===== src/rtl/timer_counter_pkg.sv =====
// Shared definitions for the memory-mapped down-counting timer: register
// offsets, CTRL bit positions, MODE encodings and FSM state codes.
// Optional feature macro: TIMER_PRESCALER_EN (adds the CTRL divisor field).
package timer_counter_pkg;

  // Word offsets decoded from addr[3:2]
  localparam logic [1:0] REG_CTRL   = 2'b00;
  localparam logic [1:0] REG_PRESET = 2'b01;
  localparam logic [1:0] REG_COUNT  = 2'b10;

  // CTRL bit positions
  localparam int CTRL_EN_BIT   = 0;
  localparam int CTRL_MODE_LSB = 1;
  localparam int CTRL_IM_BIT   = 3;
`ifdef TIMER_PRESCALER_EN
  localparam int CTRL_DIV_LSB  = 4;
`endif

  // MODE encodings; 1x behaves as one-shot
  localparam logic [1:0] MODE_ONE_SHOT    = 2'b00;
  localparam logic [1:0] MODE_AUTO_RELOAD = 2'b01;

  typedef enum logic [1:0] {
    ST_IDLE = 2'b00,
    ST_LOAD = 2'b01,
    ST_CNT  = 2'b10,
    ST_INT  = 2'b11
  } timer_state_e;

  // Only the exact 01 code reloads; every other code is one-shot
  function automatic logic is_auto_reload(input logic [1:0] mode);
    return (mode == MODE_AUTO_RELOAD);
  endfunction

endpackage


===== src/rtl/timer_prescaler.sv =====
// Tick generator for the timer: produces a one-cycle tick once every
// divisor+1 cycles. The tick is registered, so after a clear the first tick
// appears divisor+1 cycles later. Built only when TIMER_PRESCALER_EN is defined.
`ifdef TIMER_PRESCALER_EN
module timer_prescaler #(
  parameter int PRESCALE_W = 8
) (
  input  logic                  clk,
  input  logic                  reset,
  input  logic                  clear,
  input  logic [PRESCALE_W-1:0] divisor,
  output logic                  tick
);

  logic [PRESCALE_W-1:0] div_cnt_r;
  logic                  tick_r;

  // Divider counter; restarts from zero on reset or on a timer LOAD
  always_ff @(posedge clk) begin
    if (reset || clear) begin
      div_cnt_r <= {PRESCALE_W{1'b0}};
      tick_r    <= 1'b0;
    end else if (div_cnt_r == divisor) begin
      div_cnt_r <= {PRESCALE_W{1'b0}};
      tick_r    <= 1'b1;
    end else begin
      div_cnt_r <= div_cnt_r + {{(PRESCALE_W-1){1'b0}}, 1'b1};
      tick_r    <= 1'b0;
    end
  end

  assign tick = tick_r;

endmodule
`endif


===== src/rtl/timer_counter.sv =====
// Memory-mapped down-counting timer (one instance per bridge timer slot).
// Registers at addr[3:2]: CTRL (rw), PRESET (rw), COUNT (ro), 11 reads 0.
// Modes: one-shot (interrupt held until a CTRL write) and auto-reload
// (one-cycle interrupt pulse per period).
// Optional feature macro: TIMER_PRESCALER_EN (CTRL divisor slows the count).
module timer_counter
  import timer_counter_pkg::*;
#(
  parameter int CNT_W      = 32,
  parameter int PRESCALE_W = 8
) (
  input  logic        clk,
  input  logic        reset,
  input  logic [31:0] addr,
  input  logic        we,
  input  logic [31:0] wdata,
  output logic [31:0] rdata,
  output logic        irq
);

  localparam logic [CNT_W-1:0] CNT_ONE = {{(CNT_W-1){1'b0}}, 1'b1};

  timer_state_e     state_r, state_nxt_s;
  logic             ctrl_en_r;
  logic [1:0]       ctrl_mode_r;
  logic             ctrl_im_r;
  logic [CNT_W-1:0] preset_r;
  logic [CNT_W-1:0] count_r;
  logic             irq_flag_r;

  logic             ctrl_wr_s, preset_wr_s;
  logic             load_s, dec_s, set_flag_s, clr_flag_s, clr_en_s;
  logic             tick_s;
  logic [31:0]      ctrl_read_s;
  logic             unused_addr_s;

  assign ctrl_wr_s     = we && (addr[3:2] == REG_CTRL);
  assign preset_wr_s   = we && (addr[3:2] == REG_PRESET);
  assign unused_addr_s = ^{addr[31:4], addr[1:0]};

`ifdef TIMER_PRESCALER_EN
  logic [PRESCALE_W-1:0] ctrl_div_r;

  timer_prescaler #(
    .PRESCALE_W(PRESCALE_W)
  ) u_prescaler (
    .clk    (clk),
    .reset  (reset),
    .clear  (load_s),
    .divisor(ctrl_div_r),
    .tick   (tick_s)
  );
`else
  assign tick_s = 1'b1;
`endif

  // Next-state and datapath control decode for the timer FSM
  always_comb begin
    state_nxt_s = state_r;
    load_s      = 1'b0;
    dec_s       = 1'b0;
    set_flag_s  = 1'b0;
    clr_flag_s  = 1'b0;
    clr_en_s    = 1'b0;
    case (state_r)
      ST_IDLE: begin
        if (ctrl_en_r) begin
          state_nxt_s = ST_LOAD;
        end else begin
          state_nxt_s = ST_IDLE;
        end
      end
      ST_LOAD: begin
        load_s      = 1'b1;
        state_nxt_s = ST_CNT;
      end
      ST_CNT: begin
        if (!ctrl_en_r) begin
          state_nxt_s = ST_IDLE;
        end else if (tick_s) begin
          if (count_r == {CNT_W{1'b0}}) begin
            state_nxt_s = ST_INT;
            set_flag_s  = 1'b1;
          end else begin
            dec_s = 1'b1;
          end
        end else begin
          state_nxt_s = ST_CNT;
        end
      end
      ST_INT: begin
        state_nxt_s = ST_IDLE;
        if (is_auto_reload(ctrl_mode_r)) begin
          clr_flag_s = 1'b1;
        end else begin
          clr_en_s = 1'b1;
        end
      end
      default: begin
        state_nxt_s = ST_IDLE;
      end
    endcase
  end

  // FSM state register
  always_ff @(posedge clk) begin
    if (reset) begin
      state_r <= ST_IDLE;
    end else begin
      state_r <= state_nxt_s;
    end
  end

  // CTRL register; a bus write takes priority over the one-shot EN clear
  always_ff @(posedge clk) begin
    if (reset) begin
      ctrl_en_r   <= 1'b0;
      ctrl_mode_r <= MODE_ONE_SHOT;
      ctrl_im_r   <= 1'b0;
`ifdef TIMER_PRESCALER_EN
      ctrl_div_r  <= {PRESCALE_W{1'b0}};
`endif
    end else if (ctrl_wr_s) begin
      ctrl_en_r   <= wdata[CTRL_EN_BIT];
      ctrl_mode_r <= wdata[CTRL_MODE_LSB +: 2];
      ctrl_im_r   <= wdata[CTRL_IM_BIT];
`ifdef TIMER_PRESCALER_EN
      ctrl_div_r  <= wdata[CTRL_DIV_LSB +: PRESCALE_W];
`endif
    end else if (clr_en_s) begin
      ctrl_en_r <= 1'b0;
    end
  end

  // Interrupt flag; any CTRL write acknowledges it, even in the expiry cycle
  always_ff @(posedge clk) begin
    if (reset) begin
      irq_flag_r <= 1'b0;
    end else if (ctrl_wr_s) begin
      irq_flag_r <= 1'b0;
    end else if (set_flag_s) begin
      irq_flag_r <= 1'b1;
    end else if (clr_flag_s) begin
      irq_flag_r <= 1'b0;
    end
  end

  // PRESET holds the reload value; it only reaches COUNT at the next LOAD
  always_ff @(posedge clk) begin
    if (reset) begin
      preset_r <= {CNT_W{1'b0}};
    end else if (preset_wr_s) begin
      preset_r <= wdata[CNT_W-1:0];
    end
  end

  // COUNT loads from PRESET and decrements; zero is terminal, never wraps
  always_ff @(posedge clk) begin
    if (reset) begin
      count_r <= {CNT_W{1'b0}};
    end else if (load_s) begin
      count_r <= preset_r;
    end else if (dec_s) begin
      count_r <= count_r - CNT_ONE;
    end
  end

  // CTRL readback image; unused bits read as zero
  always_comb begin
    ctrl_read_s                         = 32'h0000_0000;
    ctrl_read_s[CTRL_EN_BIT]            = ctrl_en_r;
    ctrl_read_s[CTRL_MODE_LSB +: 2]     = ctrl_mode_r;
    ctrl_read_s[CTRL_IM_BIT]            = ctrl_im_r;
`ifdef TIMER_PRESCALER_EN
    ctrl_read_s[CTRL_DIV_LSB +: PRESCALE_W] = ctrl_div_r;
`endif
  end

  // Combinational read mux following addr
  always_comb begin
    rdata = 32'h0000_0000;
    case (addr[3:2])
      REG_CTRL:   rdata = ctrl_read_s;
      REG_PRESET: rdata = 32'(preset_r);
      REG_COUNT:  rdata = 32'(count_r);
      default:    rdata = 32'h0000_0000;
    endcase
  end

  assign irq = irq_flag_r & ctrl_im_r;

endmodule


===== config.mk =====
export PLATFORM = sky130hd
export DESIGN_NAME = timer_counter
export DESIGN_NICKNAME = d
export VERILOG_FILES = /design/src/rtl/timer_counter_pkg.sv /design/src/rtl/timer_prescaler.sv /design/src/rtl/timer_counter.sv
export SDC_FILE = /design/constraint.sdc
export NUM_CORES = 1
export LEC_CHECK = 0
export BUFFER_PORTS_ARGS = -buffer_cell sky130_fd_sc_hd__buf_2
export CAP_MARGIN = 20
export CORE_MARGIN = 2
export CORE_UTILIZATION = 55
export CTS_BUF_LIST = sky130_fd_sc_hd__clkbuf_8
export CTS_CLUSTER_DIAMETER = 60
export DETAILED_ROUTE_END_ITERATION = 16
export PLACE_DENSITY = 0.84
export SLEW_MARGIN = 20
export SYNTH_ARGS = -nofsm -noshare
export SYNTH_HDL_FRONTEND = slang
export SYNTH_SLANG_ARGS = --single-unit

===== constraint.sdc =====
create_clock -name clk -period 3.3 [get_ports clk]
set_input_delay 0.495 -clock clk [delete_from_list [all_inputs] [get_ports clk]]
set_output_delay 0.495 -clock clk [all_outputs]
set_load 0.05 [all_outputs]

After elaboration in Yosys (flattened, before gate mapping)
Index checks and enable logic that the tools add are counted.
{"block": "totals", "reg_bits": 71, "wordCells": 47}
{"block": "classes", "n_addsub": 1, "eq_ne": 7, "mux": 22, "bitwise_logic": 1, "reduce_logical": 9}
{"operator": "$pmux W32 S3", "count": 1}
{"operator": "$mux W32", "count": 2}
{"operator": "$logic_not A32 Y1", "count": 1}
{"operator": "$sub A32 B1 Y32 const B", "count": 1}
{"operator": "$mux W1", "count": 16}
{"operator": "$pmux W2 S4", "count": 1}
{"operator": "$eq A2 B1 Y1 const B", "count": 3}
{"operator": "$eq A2 B2 Y1 const B", "count": 3}
{"operator": "$reduce_bool A2 Y1", "count": 3}
{"operator": "$logic_not A2 Y1", "count": 2}
{"operator": "$mux W2", "count": 2}
{"operator": "$ne A3 B3 Y1 const B", "count": 1}
{"operator": "$logic_and A1 B1 Y1", "count": 2}
{"operator": "$reduce_or A2 Y1", "count": 1}
{"operator": "$and A1 B1 Y1", "count": 1}

Depth between registers and ports, before layout
Gate-level depths: netlist of run 1.
{"block": "logic_depth", "word_depth": 6, "ltp_mapped": 9, "depth_no_buf": 7}

Least setup slack after synthesis of run 1
No wires, ideal clock.
{"block": "synth_timing", "kind": "input -> output", "start": "in addr[3]", "end": "out rdata[10]", "arrival_time_ps": 1977, "required_time_ps": 2805, "setup_slack_ps": 828, "cell_stages": 5, "path_cell_list": "clkbuf_1 nor2b_1 clkbuf_1 buf_1 a22o_1"}
{"block": "synth_via", "elab_chain_cells": 2, "word_cells_on_any_way": 4, "cone_classes": "eq/ne: 2; mux: 1; reduce/logical: 1"}
{"element": "start: declaration", "line_no": "timer_counter.sv:14", "source": "input logic [31:0] addr,"}
{"element": "$eq A2 B2 Y1 (tied with other cells)", "line_no": "timer_counter.sv:182", "source": "case (addr[3:2])"}
{"element": "$pmux W32 S3 *", "line_no": "timer_counter.sv:182"}
{"element": "end: declaration", "line_no": "timer_counter.sv:17", "source": "output logic [31:0] rdata,"}
Every way passes the cells marked *; elsewhere a longest branch is shown, timed or not.

Worst setup path in the final report of run 1
{"block": "layout_timing", "start": "reg count_r[0]", "end": "reg count_r[18]"}
{"block": "layout_via", "elab_chain_cells": 5, "word_cells_on_any_way": 8, "cone_classes": "add/sub: 1; mux: 5; reduce/logical: 2"}
{"element": "start: declaration", "line_no": "timer_counter.sv:28", "source": "logic [CNT_W-1:0] count_r;"}
{"element": "start signal: assignment", "line_no": "timer_counter.sv:160", "source": "count_r <= {CNT_W{1'b0}};"}
{"element": "start signal: assignment", "line_no": "timer_counter.sv:162", "source": "count_r <= preset_r;"}
{"element": "start signal: assignment", "line_no": "timer_counter.sv:164", "source": "count_r <= count_r - CNT_ONE;"}
{"element": "parallel branches: the longest is 5 deep, another holds $sub A32 B1 Y32"}
Parallel ways; which one is timed is not known. The select of a mux whose other input is x is not followed.
A chain may end at the register's enable or synchronous reset.

==> results of run 1 <==
-- cell type report --
| cell class | instances | area [um^2] |
|---|---|---|
| clock buffer | 9 | 124 |
| timing repair buffer | 79 | 420 |
| multi-input combinational | 356 | 2110 |
| tap | 77 | 96.3 |
| sequential | 71 | 1420 |
| clock inverter | 7 | 184 |
| inverter | 5 | 18.8 |
| fill | 540 | 2040 |
-- power groups by stage --
stage	logic [mW]	clock network [mW]	registers [mW]
after floorplan	0.0962	0	0.902
after global placement	0.141	0	0.906
after detailed placement	0.144	0	0.907
after CTS	0.145	1.07	0.887
after global routing	0.159	1.10	0.889
final	0.146	1.07	0.887
-- per-stage QoR --
stage,hold slack [ns],std cells
after floorplan,0.445,471
after global placement,0.455,588
after detailed placement,0.463,588
after CTS,0.366,604
after global routing,0.368,604
final,0.377,604
-- registers in the layout (all words and copies together) (netlist names) --
name	cells
state_r	2
ctrl_en_r	1
preset_r	32
count_r	32
ctrl_mode_r	2
ctrl_im_r	1
irq_flag_r	1
-- cells in the final DEF (no fill, tap or decap), types with 3 or more instances in the layout --
cell	count
nor3_1	11
nor4b_1	3
o21ai_0	7
o311ai_0	6
or3_1	11
and3_1	3
inv_1	6
dfxtp_1	71
a22o_1	28
nor2b_2	3
a21oi_1	47
and2_1	3
clkbuf_8	9
nand4_1	4
bufinv_16	6
or2_2	3
o2111ai_1	3
mux2i_1	8
nand3_1	15
a32oi_1	5
buf_4	10
a31oi_1	20
nor2_1	12
nor4_1	8
or4_1	5
nand2_1	107
buf_2	69
o211ai_1	12
-- layer usage --
metal / GRT usage / up-vias / share of wire
met5: 0 / - / 0
met4: 0.139 / 0 / 0.029
met3: 0.0395 / 29 / 0.062
met2: 0.431 / 183 / 0.47
met1: 0.366 / 1806 / 0.44
li1: - / 1855 / -
-- logic make-up (layout without fill, tap and decap cells) --
logic type | Yosys count | count (layout)
buffers and inverters | 44 | 100
and+or+nand+nor | 200 | 200
muxes | 11 | 11
DFF | 71 | 71
adders and majority gates | 1 | 1
AOI/OAI and AO/OA | 144 | 144
-- how the worst min path moves through the flow --
stage | to | slack [ns] | cells after the start
2_1_floorplan | count_r[13] | 0.44 | 2
6_report | preset_r[27] | 0.38 | 3
5_1_grt | preset_r[22] | 0.37 | 3
3_3_place_gp | count_r[13] | 0.46 | 2
3_5_place_dp | preset_r[28] | 0.46 | 2
4_1_cts | preset_r[27] | 0.37 | 3
-- worst min-delay path: cells and delay by family --
kind / cells / cell delay [ns]
AO/OA/AOI/OAI: 1 / 0.05
AND/OR/NAND/NOR: 1 / 0.04
buffers and inverters: 1 / 0.09
==> flow_summary.ini, run 1 <==
[timing]
slew_violations = 0
fmax_mhz = 371
clock_skew_ns = 0.00712
worst_pin_slew_ns = 0.958
rsz0062_at_grt = no
finalHoldViolations = 0
slew_headroom = 0.360
period_share = 0.816
setup_viol = 0
min_period_ns = 2.69
tns_ns = 0
setup_slack_ns = 0.606

[pwr]
pwr-share-comb = 0.070
peakVddDrop_mv = 0.303
power_density_nw_per_um2 = 479
p_sw_frac = 0.214
p_clk_frac = 0.508
leakage_nw = 1.77
switchingPower_mw = 0.450
p_int_mw = 1.65
sequentialPowerShare = 0.423
total_power_mw = 2.10

[clock_tree]
postCtsSetupRepairBufs = 0
htree_levels = 3
cts_buffers = 9
ctsResizeCount = 0
clk_pin_slew_ns = 0.08
clk_path_buf_depth = 2
ctsHoldBuffers = 0
clock_sink_count = 71
cts_tree = yes
clk_latency_ns = 0.35
root_buffer = clkbuf_8

[setup_path]
cp_top_family = simple AND/OR/NAND/NOR gates
crit_fanout = 8
regToRegSetupSlack_ns = 0.61
reg2reg_depth = 7
arrival_ns = 2.97
path_cells = inv_1 -> ha_1 -> or4b_2 -> nor2_2 -> o2111ai_1 -> or3_1 -> a31oi_1
cp_num_buf_inv = 1
r2r_end = count_r[18]
critical_path_class = reg2reg
crit_start = count_r[0]
cpPeakStageDelay_ns = 0.63
timing.rr.start = count_r[0]
cp-end-kind = flop
cp-start-kind = flop
cp.depth = 7
worstPathRequired_ns = 3.58
endpoint = count_r[18]
critical_path.slowest_cell = or4b_2

[final_layout]
drive_above_1_share = 0.209
final_nets = 590
fin_area_um2 = 4380
final_core_util = 0.682
area_growth_pct = 18.4
antenna_cells = 0

[routing]
vias = 3873
drc = 0
drtIter0Drc = 305
finalWirelength_um = 10200
wl_per_cell_um = 16.8
detail-route-antenna-nets = 0
viasPerCell = 6.41
drtPass1Iterations = 5

[synth]
async_reset_ff_frac = 0
synthDistinctLibCells = 55
synthFlopType = dfxtp_1
yosys.area_share.simple = 0.264
synth.area.top_cells = dfxtp_1 38%, nand2_1 11%, a22o_1 6.6%
synth-seq-area-share = 0.385
syn-num-nets = 539
synthAdderAreaFrac = 0.00339
avgSynthCellArea_um2 = 7.85
syn-instance-count = 471
netlist_area_um2 = 3700
synth.top_cell.area_share = 0.385
synthMuxAreaShare = 0.0308
yosysWarnings = 0
synthXorXnorAreaFrac = 0
synth_top_family_by_area = compound AO/OA/AOI/OAI gates
synth_compound_gate_area_share = 0.272
synth_top_cell_by_area = dfxtp_1
yosysMostFrequentCell = nand2_1
netlist_top_cells_count = 107 x nand2_1, 71 x dfxtp_1, 47 x a21oi_1
synth_seq_cells = 71
synth_edf_count = 0

[die]
core.rowCount = 29
dieHeight_um = 86.0
core_area_um2 = 6420
initial_core_util = 0.575
io_pins = 100
die_x_um = 86.0
die-area_um2 = 7390

[worst_hold_path]
min_path_type = in2reg
hp-start = wdata[27]

[placement]
port_buffers = 69
dp.final_hpwl_um = 6550
place_ws_ns = 0.694
gp_congestion = 0.888
placed_area_um2 = 4070

[global_routing]
grt_pass1_wl_um = 16400
grt_pass1_vias = 3530
grt-ovfl-total = 0
antenna_found_initial = 0
grt_start_max_net_pins = 46
gr-usage-all-layers = 0.274

[flow_run]
drv_cap = 0

[run_status]
outcome = finished, final reports clean
Power figures use the tool's default switching activity.
==> inputs of run 2 (changes only) <==
--- a/config.mk
+++ b/config.mk
@@ -8,11 +8,11 @@
 export BUFFER_PORTS_ARGS = -buffer_cell sky130_fd_sc_hd__buf_2
 export CAP_MARGIN = 20
 export CORE_MARGIN = 2
-export CORE_UTILIZATION = 55
+export CORE_UTILIZATION = 54
 export CTS_BUF_LIST = sky130_fd_sc_hd__clkbuf_8
 export CTS_CLUSTER_DIAMETER = 60
 export DETAILED_ROUTE_END_ITERATION = 16
-export PLACE_DENSITY = 0.84
+export PLACE_DENSITY = 0.83
 export SLEW_MARGIN = 20
 export SYNTH_ARGS = -nofsm -noshare
 export SYNTH_HDL_FRONTEND = slang
==> constraint.sdc (replaced) <==
create_clock -name clk -period 2.7 [get_ports clk]
set_input_delay 0.405 -clock clk [delete_from_list [all_inputs] [get_ports clk]]
set_output_delay 0.405 -clock clk [all_outputs]
set_load 0.05 [all_outputs]
==> run 2 against run 1 <==
Against the previous run: global-route usage is 0.20 points lower; first-iteration DRC count is 10% higher; sequential power is 22% higher; hold slack worse by 0.090 ns; clock power is 22% lower; maximum frequency is 6.6% higher; non-clock buffer count is 10 higher; critical path type unchanged.
==> flow_summary.ini, run 2 (synthesized netlist as in run 1, its figures left out) <==
[pwr]
p_int_mw = 1.57
total_power_mw = 2.11
power_density_nw_per_um2 = 483
p_sw_frac = 0.254
p_clk_frac = 0.398
peakVddDrop_mv = 0.290
leakage_nw = 1.77
switchingPower_mw = 0.534
sequentialPowerShare = 0.515
pwr-share-comb = 0.088

[routing]
finalWirelength_um = 9870
drtIter0Drc = 336
wl_per_cell_um = 16.0
viasPerCell = 6.26
drc = 0
drtPass1Iterations = 6
detail-route-antenna-nets = 0
vias = 3864

[setup_path]
cp_num_buf_inv = 1
timing.rr.start = count_r[1]
crit_fanout = 6
cp-end-kind = flop
critical_path_class = reg2reg
cpPeakStageDelay_ns = 0.63
regToRegSetupSlack_ns = 0.17
cp-start-kind = flop
critical_path.slowest_cell = or4b_2
cp_top_family = simple AND/OR/NAND/NOR gates
worstPathRequired_ns = 2.98
arrival_ns = 2.81
r2r_end = count_r[20]
reg2reg_depth = 7
path_cells = inv_1 -> ha_1 -> or4b_2 -> nor2_2 -> o2111ai_1 -> or3_1 -> a31oi_1

[timing]
hold_slack_ns = 0.287
setup_slack_ns = 0.172
finalHoldViolations = 0
clock_skew_ns = 0.00714
slew_headroom = 0.497
rsz0062_at_grt = no
tns_ns = 0
fmax_mhz = 395
setup_viol = 0
slew_violations = 0
worst_pin_slew_ns = 0.755
period_share = 0.936
min_period_ns = 2.53

[run_status]
outcome = finished, final reports clean

[die]
die-area_um2 = 7520
core.rowCount = 30
core_area_um2 = 6720
initial_core_util = 0.550
io_pins = 100
die_x_um = 86.7
dieHeight_um = 86.7

[final_layout]
final_nets = 600
layout.cells.non_filler = 617
layout_common_cells = 107 x nand2_1, 71 x dfxtp_1, 69 x buf_2
final_core_util = 0.649
area_growth_pct = 17.9
final_common_cell = nand2_1
antenna_cells = 0
fin_area_um2 = 4360
drive_above_1_share = 0.223
top_regs = count_r (32), preset_r (32)

[clock_tree]
cts_buffers = 9
root_buffer = clkbuf_8
htree_levels = 3
ctsHoldBuffers = 0
cts_tree = yes
clock_sink_count = 71
clk_pin_slew_ns = 0.08
clk_path_buf_depth = 2
clk_latency_ns = 0.35

[global_routing]
gr-usage-all-layers = 0.272
grt_start_max_net_pins = 35
grt_pass1_wl_um = 16400
grt-ovfl-total = 0
antenna_found_initial = 0
grt_pass1_vias = 3564

[placement]
gp_congestion = 0.870
dp.final_hpwl_um = 6730
port_buffers = 69
place_ws_ns = 0.158
placed_area_um2 = 4160
place_inst = 601

[worst_hold_path]
hold_end = preset_r[7]
whs_path_depth = 3
min_path_type = in2reg
hp-start = wdata[7]

[flow_run]
drv_cap = 0
==> run 2: changes by cell type in the layout (fill, tap and decap cells not counted), sizes merged <==
cell    previous run  this run
buf               79        89
bufinv             6         1
clkbuf             9        10
clkinv             0         3
inv                6         7
==> run 2: worst max path at each step <==
stage	slack, ns	cells past startpoint	end	start
4_1_cts	0.14	7	count_r[14]	count_r[1]
3_3_place_gp	0.25	7	count_r[18]	count_r[0]
5_1_grt	0.0004	7	count_r[20]	count_r[1]
3_5_place_dp	0.16	7	count_r[18]	count_r[0]
2_1_floorplan	0.41	5	rdata[10]	addr[3]
6_report	0.17	7	count_r[20]	count_r[1]
==> run 2: timing repair <==
| action | CTS | global route |
|---|---|---|
| setup endpoints to repair | 0 | 3 |
| setup buffers | 0 | 0 |
| resized for setup | 0 | 1 |
==> run 2: power by group through the flow <==
stage                     Combinational (mW)  Clock (mW)  Sequential (mW)
after global routing                   0.203       0.876             1.09
after floorplan                        0.118           0             1.10
after detailed placement               0.182           0             1.11
after global placement                 0.179           0             1.11
final                                  0.185       0.837             1.08
after CTS                              0.183       0.844             1.08
==> run 2: tightest hold or removal path, stage by stage <==
cell	delay, ns
buf_2	0.09
nand2_1	0.04
a21oi_1	0.05
==> run 2: final cells by class <==
| type | instances | area (um^2) |
|---|---|---|
| Fill cell | 570 | 2360 |
| Sequential cell | 71 | 1420 |
| Tap cell | 80 | 100 |
| Timing Repair Buffer | 89 | 508 |
| Inverter | 5 | 18.8 |
| Clock inverter | 6 | 52.6 |
| Clock buffer | 10 | 138 |
| Multi-Input combinational cell | 356 | 2120 |
==> run 2: layer usage <==
metal	GRT usage	part of all wire
met5	0	0
met3	0.0400	0.054
met2	0.441	0.48
met1	0.350	0.44
met4	0.143	0.032
==> inputs of run 3 (changes only) <==
--- a/config.mk
+++ b/config.mk
@@ -5,14 +5,15 @@
 export SDC_FILE = /design/constraint.sdc
 export NUM_CORES = 1
 export LEC_CHECK = 0
-export BUFFER_PORTS_ARGS = -buffer_cell sky130_fd_sc_hd__buf_2
 export CAP_MARGIN = 20
 export CORE_MARGIN = 2
-export CORE_UTILIZATION = 54
+export CORE_UTILIZATION = 55
 export CTS_BUF_LIST = sky130_fd_sc_hd__clkbuf_8
 export CTS_CLUSTER_DIAMETER = 60
 export DETAILED_ROUTE_END_ITERATION = 16
-export PLACE_DENSITY = 0.83
+export DONT_BUFFER_PORTS = 1
+export PLACE_DENSITY = 0.71
+export SKIP_LAST_GASP = 1
 export SLEW_MARGIN = 20
 export SYNTH_ARGS = -nofsm -noshare
 export SYNTH_HDL_FRONTEND = slang
==> run 3 against run 2 <==
Against the previous run: combinational power shrank 29%; setup slack lost 0.0079 ns; hold slack lost 0.16 ns; design area shrank 8.2%; critical path type unchanged.
==> flow_summary.ini, run 3 (synthesized netlist as in run 1, its figures left out) <==
[placement]
dp.final_hpwl_um = 6590
port_buffers = 0
place_ws_ns = 0.174
gp_congestion = 0.876

[global_routing]
grt_pass1_vias = 3156
gr-usage-all-layers = 0.264
top_usage_layer = met2
antenna_found_initial = 0
grt_pass1_wl_um = 15500
met1_usage = 0.344
grtUsageMet3 = 0.0837
grt_start_max_net_pins = 74
grt-ovfl-total = 0
met2_usage = 0.421

[pwr]
leakage_nw = 1.45
power_density_nw_per_um2 = 491
sequentialPowerShare = 0.552
p_sw_frac = 0.249
total_power_mw = 1.96
p_clk_frac = 0.381
p_int_mw = 1.48
peakVddDrop_mv = 0.321
pwr-share-comb = 0.067
switchingPower_mw = 0.489

[routing]
drc = 0
drtPass1Iterations = 5
wl_per_cell_um = 17.5
vias = 3578
detail-route-antenna-nets = 0
finalWirelength_um = 9590
drtIter0Drc = 272
viasPerCell = 6.54

[timing]
tns_ns = 0
min_period_ns = 2.54
worst_pin_slew_ns = 0.907
finalHoldViolations = 0
clock_skew_ns = 0.00412
fmax_mhz = 394
rsz0062_at_grt = no
setup_slack_ns = 0.164
setup_viol = 0
slew_violations = 0
slew_headroom = 0.394
period_share = 0.939

[setup_path]
crit_start = count_r[0]
critical_path_class = reg2reg
cpPeakStageDelay_ns = 0.64
regToRegSetupSlack_ns = 0.16
endpoint = count_r[16]
r2r_end = count_r[16]
cp-end-kind = flop
reg2reg_depth = 7
arrival_ns = 2.81
timing.rr.start = count_r[0]
worstPathRequired_ns = 2.98
critical_path.slowest_cell = or4b_2
crit_fanout = 6
path_cells = inv_1 -> ha_1 -> or4b_2 -> nor2_2 -> o2111ai_1 -> or3_1 -> a31oi_1
cp-start-kind = flop

[final_layout]
final_common_cell = nand2_1
antenna_cells = 0
final_nets = 535
drive_above_1_share = 0.113
area_growth_pct = 8.23
top_regs = count_r (32), preset_r (32)
layout_common_cells = 107 x nand2_1, 71 x dfxtp_1, 47 x a21oi_1

[clock_tree]
cts_tree = yes
ctsHoldBuffers = 0
root_buffer = clkbuf_8
clk_latency_ns = 0.35
cts_buffers = 9
clk_path_buf_depth = 2
htree_levels = 3
clk_pin_slew_ns = 0.07
clock_sink_count = 71

[die]
core.rowCount = 29
die_x_um = 86.0
die-area_um2 = 7390
core_area_um2 = 6420
io_pins = 100
initial_core_util = 0.575
dieHeight_um = 86.0

[run_status]
outcome = finished, final reports clean

[worst_hold_path]
hp-start = reset
min_path_type = in2reg
whs_path_depth = 1

[flow_run]
drv_cap = 0
==> run 3: cell count changes in the layout (fill, tap and decap cells not counted), sizes merged <==
cell,delta
buf,-65
clkbuf,+1
bufinv,-1
clkinv,-2
==> run 3: layer usage <==
layer | vias to the layer above | share of wire
li1 | 1745 | -
met1 | 1698 | 0.45
met2 | 127 | 0.47
met3 | 8 | 0.070
met4 | 0 | 0.0079
met5 | - | 0
==> run 3: repair_timing <==
action                     4_1_cts  5_1_grt
setup endpoints to repair        0        4
setup buffers                    0        0
gates resized for setup          0        1
==> run 3: power by group through the flow <==
stage,Clock (mW),Combinational [mW],Sequential (mW)
after floorplan,0,0.118,1.10
after global placement,0,0.129,1.11
after detailed placement,0,0.132,1.11
after CTS,0.763,0.132,1.08
after global routing,0.809,0.145,1.09
final,0.748,0.132,1.08
==> run 3: worst min-delay path by stage <==
stage | end | slack [ns]
4_1_cts | count_r[10] | 0.11
6_report | count_r[7] | 0.12
5_1_grt | count_r[16] | 0.10
3_3_place_gp | preset_r[12] | 0.45
2_1_floorplan | count_r[13] | 0.44
3_5_place_dp | preset_r[13] | 0.46
==> run 3: per-stage QoR <==
stage / util / instance area, um^2 / hold WS [ns] / std cells
global placement: 0.596 / 3830 / 0.454 / 533
CTS: 0.622 / 3990 / 0.110 / 547
detailed placement: 0.596 / 3830 / 0.458 / 533
global route: 0.623 / 4000 / 0.101 / 547
finish: 0.623 / 4000 / 0.122 / 547
floorplan: - / 3700 / 0.445 / 471
==> run 3: layout make-up <==
class / count / area [um^2]
clock buffer: 11 / 151
clock inverter: 3 / 12.5
fill: 611 / 2420
inverter: 5 / 18.8
multi-input combinational: 356 / 2120
sequential: 71 / 1420
tap: 77 / 96.3
timing repair buffer: 24 / 180
==> run 3: critical path, delay by kind of cell, from the launching register on <==
kind | cells | cell delay [ns]
fa+ha+maj | 1 | 0.23
buf+inv | 1 | 0.11
compound gates | 2 | 0.46
simple gates | 3 | 1.32
flops | 1 | 0.35
